$ cat src/rtl/game_flow_controller_pkg.sv
// Shared state codes and key indices for the game flow controller and its consumers.
package game_flow_controller_pkg;

    typedef logic [2:0] state_t;

    localparam state_t ST_START        = 3'd0;
    localparam state_t ST_PLAYING      = 3'd1;
    localparam state_t ST_INSTRUCTIONS = 3'd2;
    localparam state_t ST_GAME_OVER    = 3'd3;
    localparam state_t ST_PAUSED       = 3'd4;
    localparam state_t ST_RESPAWN      = 3'd5;

    localparam int NUM_KEYS   = 4;
    localparam int KEY_LEFT   = 0;
    localparam int KEY_RIGHT  = 1;
    localparam int KEY_SELECT = 2;
    localparam int KEY_BACK   = 3;

endpackage

$ cat src/rtl/game_flow_controller_key_debounce.sv
// Two-flop synchroniser plus stable-count debouncer for one active-low key.
module key_debounce #(
    parameter int DEBOUNCE_CYCLES = 500000
) (
    input  logic clk,
    input  logic rst,
    input  logic key_n,
    output logic level,
    output logic press
);

    localparam int CW = $clog2(DEBOUNCE_CYCLES + 1);

    logic          sync1_reg;
    logic          sync2_reg;
    logic          level_reg;
    logic          press_reg;
    logic [CW-1:0] count_reg;

    always_ff @(posedge clk or negedge rst) begin
        if (!rst) begin
            sync1_reg <= 1'b1;
            sync2_reg <= 1'b1;
            level_reg <= 1'b1;
            press_reg <= 1'b0;
            count_reg <= '0;
        end else begin
            sync1_reg <= key_n;
            sync2_reg <= sync1_reg;
            press_reg <= 1'b0;
            // Any cycle of agreement restarts the stability window.
            if (sync2_reg == level_reg) begin
                count_reg <= '0;
            end else if (count_reg == CW'(DEBOUNCE_CYCLES - 1)) begin
                count_reg <= '0;
                level_reg <= sync2_reg;
                press_reg <= ~sync2_reg;
            end else begin
                count_reg <= count_reg + 1'b1;
            end
        end
    end

    assign level = level_reg;
    assign press = press_reg;

endmodule

$ cat src/rtl/game_flow_controller.sv
// Game flow FSM: debounced menu navigation, play/pause, life loss with respawn and game-over lockout.
module game_flow_controller
    import game_flow_controller_pkg::*;
#(
    parameter int N_ITEMS         = 3,
    parameter int LIVES           = 3,
    parameter int DEBOUNCE_CYCLES = 500000,
    parameter int RESPAWN_CYCLES  = 25000000,
    parameter int GO_LOCK_CYCLES  = 50000000,
    localparam int SW = ($clog2(N_ITEMS) > 1) ? $clog2(N_ITEMS) : 1,
    localparam int LW = $clog2(LIVES + 1)
) (
    input  logic          clk,
    input  logic          rst,
    input  logic          key_left,
    input  logic          key_right,
    input  logic          key_select,
    input  logic          key_back,
    input  logic          collision,
    output logic [2:0]    state,
    output logic [SW-1:0] menu_sel,
    output logic [LW-1:0] lives,
    output logic          game_start,
    output logic          life_lost,
    output logic          item_pulse
);

    localparam int RW = $clog2(RESPAWN_CYCLES + 1);
    localparam int GW = $clog2(GO_LOCK_CYCLES + 1);

    logic [NUM_KEYS-1:0] key_raw;
    logic [NUM_KEYS-1:0] key_press;
    logic [NUM_KEYS-1:0] unused_level;

    assign key_raw[KEY_LEFT]   = key_left;
    assign key_raw[KEY_RIGHT]  = key_right;
    assign key_raw[KEY_SELECT] = key_select;
    assign key_raw[KEY_BACK]   = key_back;

    genvar gi;
    generate
        for (gi = 0; gi < NUM_KEYS; gi++) begin : g_key
            key_debounce #(
                .DEBOUNCE_CYCLES(DEBOUNCE_CYCLES)
            ) u_key_debounce (
                .clk   (clk),
                .rst   (rst),
                .key_n (key_raw[gi]),
                .level (unused_level[gi]),
                .press (key_press[gi])
            );
        end
    endgenerate

    logic press_left, press_right, press_select, press_back;
    assign press_left   = key_press[KEY_LEFT];
    assign press_right  = key_press[KEY_RIGHT];
    assign press_select = key_press[KEY_SELECT];
    assign press_back   = key_press[KEY_BACK];

    state_t        state_reg, state_next;
    logic [SW-1:0] menu_reg, menu_next;
    logic [LW-1:0] lives_reg, lives_next;
    logic [RW-1:0] respawn_reg, respawn_next;
    logic [GW-1:0] lock_reg, lock_next;
    logic          game_start_reg, game_start_next;
    logic          life_lost_reg, life_lost_next;
    logic          item_pulse_reg, item_pulse_next;
    logic          collision_prev_reg;
    logic          collision_event;

    assign collision_event = collision & ~collision_prev_reg;

    always_comb begin
        state_next      = state_reg;
        menu_next       = menu_reg;
        lives_next      = lives_reg;
        respawn_next    = '0;
        lock_next       = '0;
        game_start_next = 1'b0;
        life_lost_next  = 1'b0;
        item_pulse_next = 1'b0;
        case (state_reg)
            ST_START: begin
                // Select acts on the current highlight; a simultaneous move is dropped.
                if (press_select) begin
                    if (menu_reg == '0) begin
                        state_next      = ST_PLAYING;
                        lives_next      = LW'(LIVES);
                        game_start_next = 1'b1;
                    end else if (menu_reg == SW'(1)) begin
                        state_next = ST_INSTRUCTIONS;
                    end else begin
                        item_pulse_next = 1'b1;
                    end
                end else if (press_right && !press_left) begin
                    menu_next = (menu_reg == SW'(N_ITEMS - 1)) ? '0 : menu_reg + 1'b1;
                end else if (press_left && !press_right) begin
                    menu_next = (menu_reg == '0) ? SW'(N_ITEMS - 1) : menu_reg - 1'b1;
                end
            end
            ST_INSTRUCTIONS: begin
                if (press_back) state_next = ST_START;
            end
            ST_PLAYING: begin
                if (collision_event) begin
                    life_lost_next = 1'b1;
                    if (lives_reg != '0) lives_next = lives_reg - 1'b1;
                    state_next = (lives_reg <= LW'(1)) ? ST_GAME_OVER : ST_RESPAWN;
                end else if (press_back) begin
                    state_next = ST_PAUSED;
                end
            end
            ST_PAUSED: begin
                if (press_back || press_select) state_next = ST_PLAYING;
            end
            ST_RESPAWN: begin
                if (respawn_reg == RW'(RESPAWN_CYCLES - 1)) begin
                    state_next = ST_PLAYING;
                end else begin
                    respawn_next = respawn_reg + 1'b1;
                end
            end
            ST_GAME_OVER: begin
                // Counter saturates at the lockout length; keys count only once it is reached.
                if (lock_reg != GW'(GO_LOCK_CYCLES)) begin
                    lock_next = lock_reg + 1'b1;
                end else if (press_select || press_back) begin
                    state_next = ST_START;
                    menu_next  = '0;
                end else begin
                    lock_next = lock_reg;
                end
            end
            default: begin
                state_next = ST_START;
            end
        endcase
    end

    always_ff @(posedge clk or negedge rst) begin
        if (!rst) begin
            state_reg          <= ST_START;
            menu_reg           <= '0;
            lives_reg          <= LW'(LIVES);
            respawn_reg        <= '0;
            lock_reg           <= '0;
            game_start_reg     <= 1'b0;
            life_lost_reg      <= 1'b0;
            item_pulse_reg     <= 1'b0;
            collision_prev_reg <= 1'b0;
        end else begin
            state_reg          <= state_next;
            menu_reg           <= menu_next;
            lives_reg          <= lives_next;
            respawn_reg        <= respawn_next;
            lock_reg           <= lock_next;
            game_start_reg     <= game_start_next;
            life_lost_reg      <= life_lost_next;
            item_pulse_reg     <= item_pulse_next;
            collision_prev_reg <= collision;
        end
    end

    assign state      = state_reg;
    assign menu_sel   = menu_reg;
    assign lives      = lives_reg;
    assign game_start = game_start_reg;
    assign life_lost  = life_lost_reg;
    assign item_pulse = item_pulse_reg;

endmodule

$ cat config.mk
export PLATFORM = sky130hd
export DESIGN_NAME = game_flow_controller
export DESIGN_NICKNAME = d
export VERILOG_FILES = /design/src/rtl/game_flow_controller_pkg.sv /design/src/rtl/game_flow_controller_key_debounce.sv /design/src/rtl/game_flow_controller.sv
export SDC_FILE = /design/constraint.sdc
export NUM_CORES = 1
export LEC_CHECK = 0
export CAP_MARGIN = 25
export CORE_ASPECT_RATIO = 1.2
export CORE_MARGIN = 1.5
export CORE_UTILIZATION = 62
export CTS_CLUSTER_DIAMETER = 120
export DETAILED_ROUTE_END_ITERATION = 10
export GPL_TIMING_DRIVEN = 0
export PLACE_DENSITY = 0.81
export SETUP_SLACK_MARGIN = 0.1
export SLEW_MARGIN = 30
export SYNTH_ARGS = -nofsm -noshare
export SYNTH_HDL_FRONTEND = slang
export SYNTH_HIERARCHICAL = 1
export SYNTH_SLANG_ARGS = --single-unit
export TNS_END_PERCENT = 5
$ cat constraint.sdc
create_clock -name clk -period 2.48 [get_ports clk]
set_clock_uncertainty 0.2 [all_clocks]
set_input_delay 0.372 -clock clk [delete_from_list [all_inputs] [get_ports clk]]
set_output_delay 0.372 -clock clk [all_outputs]
set_load 0.01 [all_outputs]
==> results.json <==
{
  "status": "completed",
  "setup_viol": 0,
  "first_pass_iters": 5,
  "grt_overflow_total": 0,
  "critPathMaxFanout": 5,
  "synthCells": 777,
  "fin_crit_sh": 0.9428,
  "max_freq_ghz": 0.4277,
  "r2r-end": "state[2]$_DFFE_PN0P_",
  "ys_types": 53,
  "initial_core_util": 0.6396,
  "placed_area_um2": 8175,
  "place_inst": 955,
  "syn_area_per_cell_um2": 10.01,
  "synth_seq_cells": 154,
  "hold_path.class": "in -> reg",
  "slew_headroom": 0.5586,
  "tritoncts": "built",
  "yosys_warnings": 6,
  "layout.nets": 836,
  "coreArea_um2": 12170,
  "dp_hpwl_um": 10610,
  "drt_iter0_drc": 404,
  "yosysSeqAreaShare": 0.4975,
  "r2r_start": "lock_reg[18]$_DFFE_PN0P_",
  "antenna_found_initial": 0,
  "vias_per_cell": 5.989,
  "ios": 17,
  "synth_ff_type": "dfrtp_1",
  "grt_pass1_vias": 6030,
  "final_hold_viol_count": 0,
  "gp_congestion": 0.8907,
  "grt_max_degree": 89,
  "rows": 44,
  "stdcell_count": 988,
  "htreeDepth": 4,
  "fp.dieH_um": 125.7,
  "setup_ws_ns": 0.1418,
  "vias": 5917,
  "period_minus_slack_ns": 2.338,
  "power_leakage_nw": 3.411,
  "drc": 0,
  "port_buffers": 16,
  "grt_pass1_wl_um": 27500,
  "ant_nets": 0,
  "regToRegSetupSlack_ns": 0.14,
  "required_ns": 2.59,
  "clkTransAtPathRegs_ns": 0.06,
  "cts_buffers": 17,
  "worst_pin_slew_ns": 0.6561,
  "syn_area_um2": 7781,
  "final_area_um2": 8841,
  "largest_reg_flops": 76,
  "cts_setup_buffers": 0,
  "cp.arrival_ns": 2.45,
  "cap_viol_max_count": 0,
  "holdPathStages": 1,
  "clk_latency_ns": 0.43,
  "synth_top_area_share": 0.4502,
  "cts_buffer_depth": 2,
  "reg2reg_depth": 5,
  "dieArea_um2": 13230,
  "fp.dieW_um": 105.3,
  "area_delta_synth_final_pct": 13.62,
  "maxSlewViolCount": 0,
  "synthTopCellsByArea": "dfrtp_1, xnor2_1, nor2_1",
  "place_ws_ns": 0.03775,
  "wl_per_cell_um": 16.33,
  "path_class": "reg -> reg",
  "grt_use_total": 0.2608,
  "p_per_area_nw_per_um2": 681.7,
  "cts.sinks": 154,
  "vdd_drop_max_mv": 0.4660,
  "drive_above_1_share": 0.1233,
  "synth-edff-count": 0,
  "hold_slack_ns": 0.1454,
  "ys_async_sr_fraction": 1.000,
  "rsz0062_at_grt": "true",
  "hold_start": "key_left",
  "root_buffer": "clkbuf_16",
  "antennaDiodeCount": 0,
  "post-synth-top-area-cell": "dfrtp_1",
  "startpoint_type": "flip-flop",
  "whs_endpoint": "g_key[0].u_key_debounce/sync1_reg$_DFF_PN1_",
  "synthesis.nets": 799,
  "finalSetupTns_ns": 0,
  "cp-end-kind": "flip-flop",
  "drt_wl_total_um": 16130
}
## repair_timing
action,4_1_cts,5_1_grt
hold buffers,1,0
cloned,0,0
pin swaps,0,3
setup endpoints to repair,22,65
hold endpoints to repair,63,0
resized for setup,0,14
## critical path: stages, from the launching register on
cell and delay, ns:
dfrtp_1 0.44, or4_4 0.58, nor4_4 0.21, nand4_2 0.22
a21oi_2 0.23, mux2_2 0.35
## kinds of logic (layout without fill, tap and decap cells)
group,Yosys count,after routing,synth area share
buf+inv,46,96,0.02492
xor+xnor,103,103,0.1159
fa+ha+maj,15,15,0.02412
flops,154,154,0.4975
simple gates,393,393,0.2698
compound gates,56,56,0.05371
mux,10,10,0.01399
## layout by cell type, fill, tap and decap left out, types with 19 or more instances in the layout
master   instances
nand3_1         44
xor2_1          37
nand4_1         48
nand2_1         47
nor2_1         120
xnor2_1         66
nor3_1          34
inv_1           27
dfrtp_1        140
o21ai_0         19
## stage by stage
stage | util | power, mW
floorplan | - | 3.140
global placement | 0.6693 | 3.380
detailed placement | 0.6719 | 3.412
CTS | 0.7222 | 6.058
global route | 0.7267 | 6.248
finish | 0.7267 | 6.027
## worst max-delay path by stage
stage	startpoint	to	cells after the start
floorplan	lock_reg[18]$_DFFE_PN0P_	state[1]$_DFFE_PN0P_	5
global placement	rst	g_key[2].u_key_debounce/count_reg[0]$_DFF_PN0_	1
detailed placement	respawn_reg[0]$_DFF_PN0_	respawn_reg[10]$_DFF_PN0_	6
CTS	respawn_reg[0]$_DFF_PN0_	respawn_reg[10]$_DFF_PN0_	6
global route	g_key[3].u_key_debounce/count_reg[5]$_DFF_PN0_	g_key[3].u_key_debounce/count_reg[15]$_DFF_PN0_	5
finish	lock_reg[18]$_DFFE_PN0P_	state[2]$_DFFE_PN0P_	5
## where the power goes
group / internal, mW / switching [mW]
combinational: 0.292 / 0.402
clock: 1.66 / 0.978
sequential: 2.61 / 0.0896
## layout make-up
cell class                      count  area [um2]
Sequential cell                   154        3871
Multi-Input combinational cell    577        3765
Fill cell                         857        3326
Clock buffer                       24       481.7
Timing Repair Buffer               18       202.7
Tap cell                          161       201.4
Clock inverter                      8       120.1
Inverter                           27       101.3
Buffer                             19       97.59
## synthesized netlist by cell type (8+ instances only)
library cell,count
or3_1,11
nor4b_1,8
nor3_1,34
inv_1,27
a21oi_1,14
dfstp_2,14
xor2_1,37
nand4_1,48
o21ai_0,19
and4_1,14
nor4_1,22
and3_1,9
nor2_1,120
nand2_1,47
xnor2_1,66
ha_1,15
nand3_1,44
dfrtp_1,140
## metal layers
layer	GRT usage	wire (um)
met1	0.3026	6708
met2	0.4567	8422
met3	0.05797	615
met4	0.1257	388
met5	0	0
Note: power is estimated with default switching activity, not from simulation.
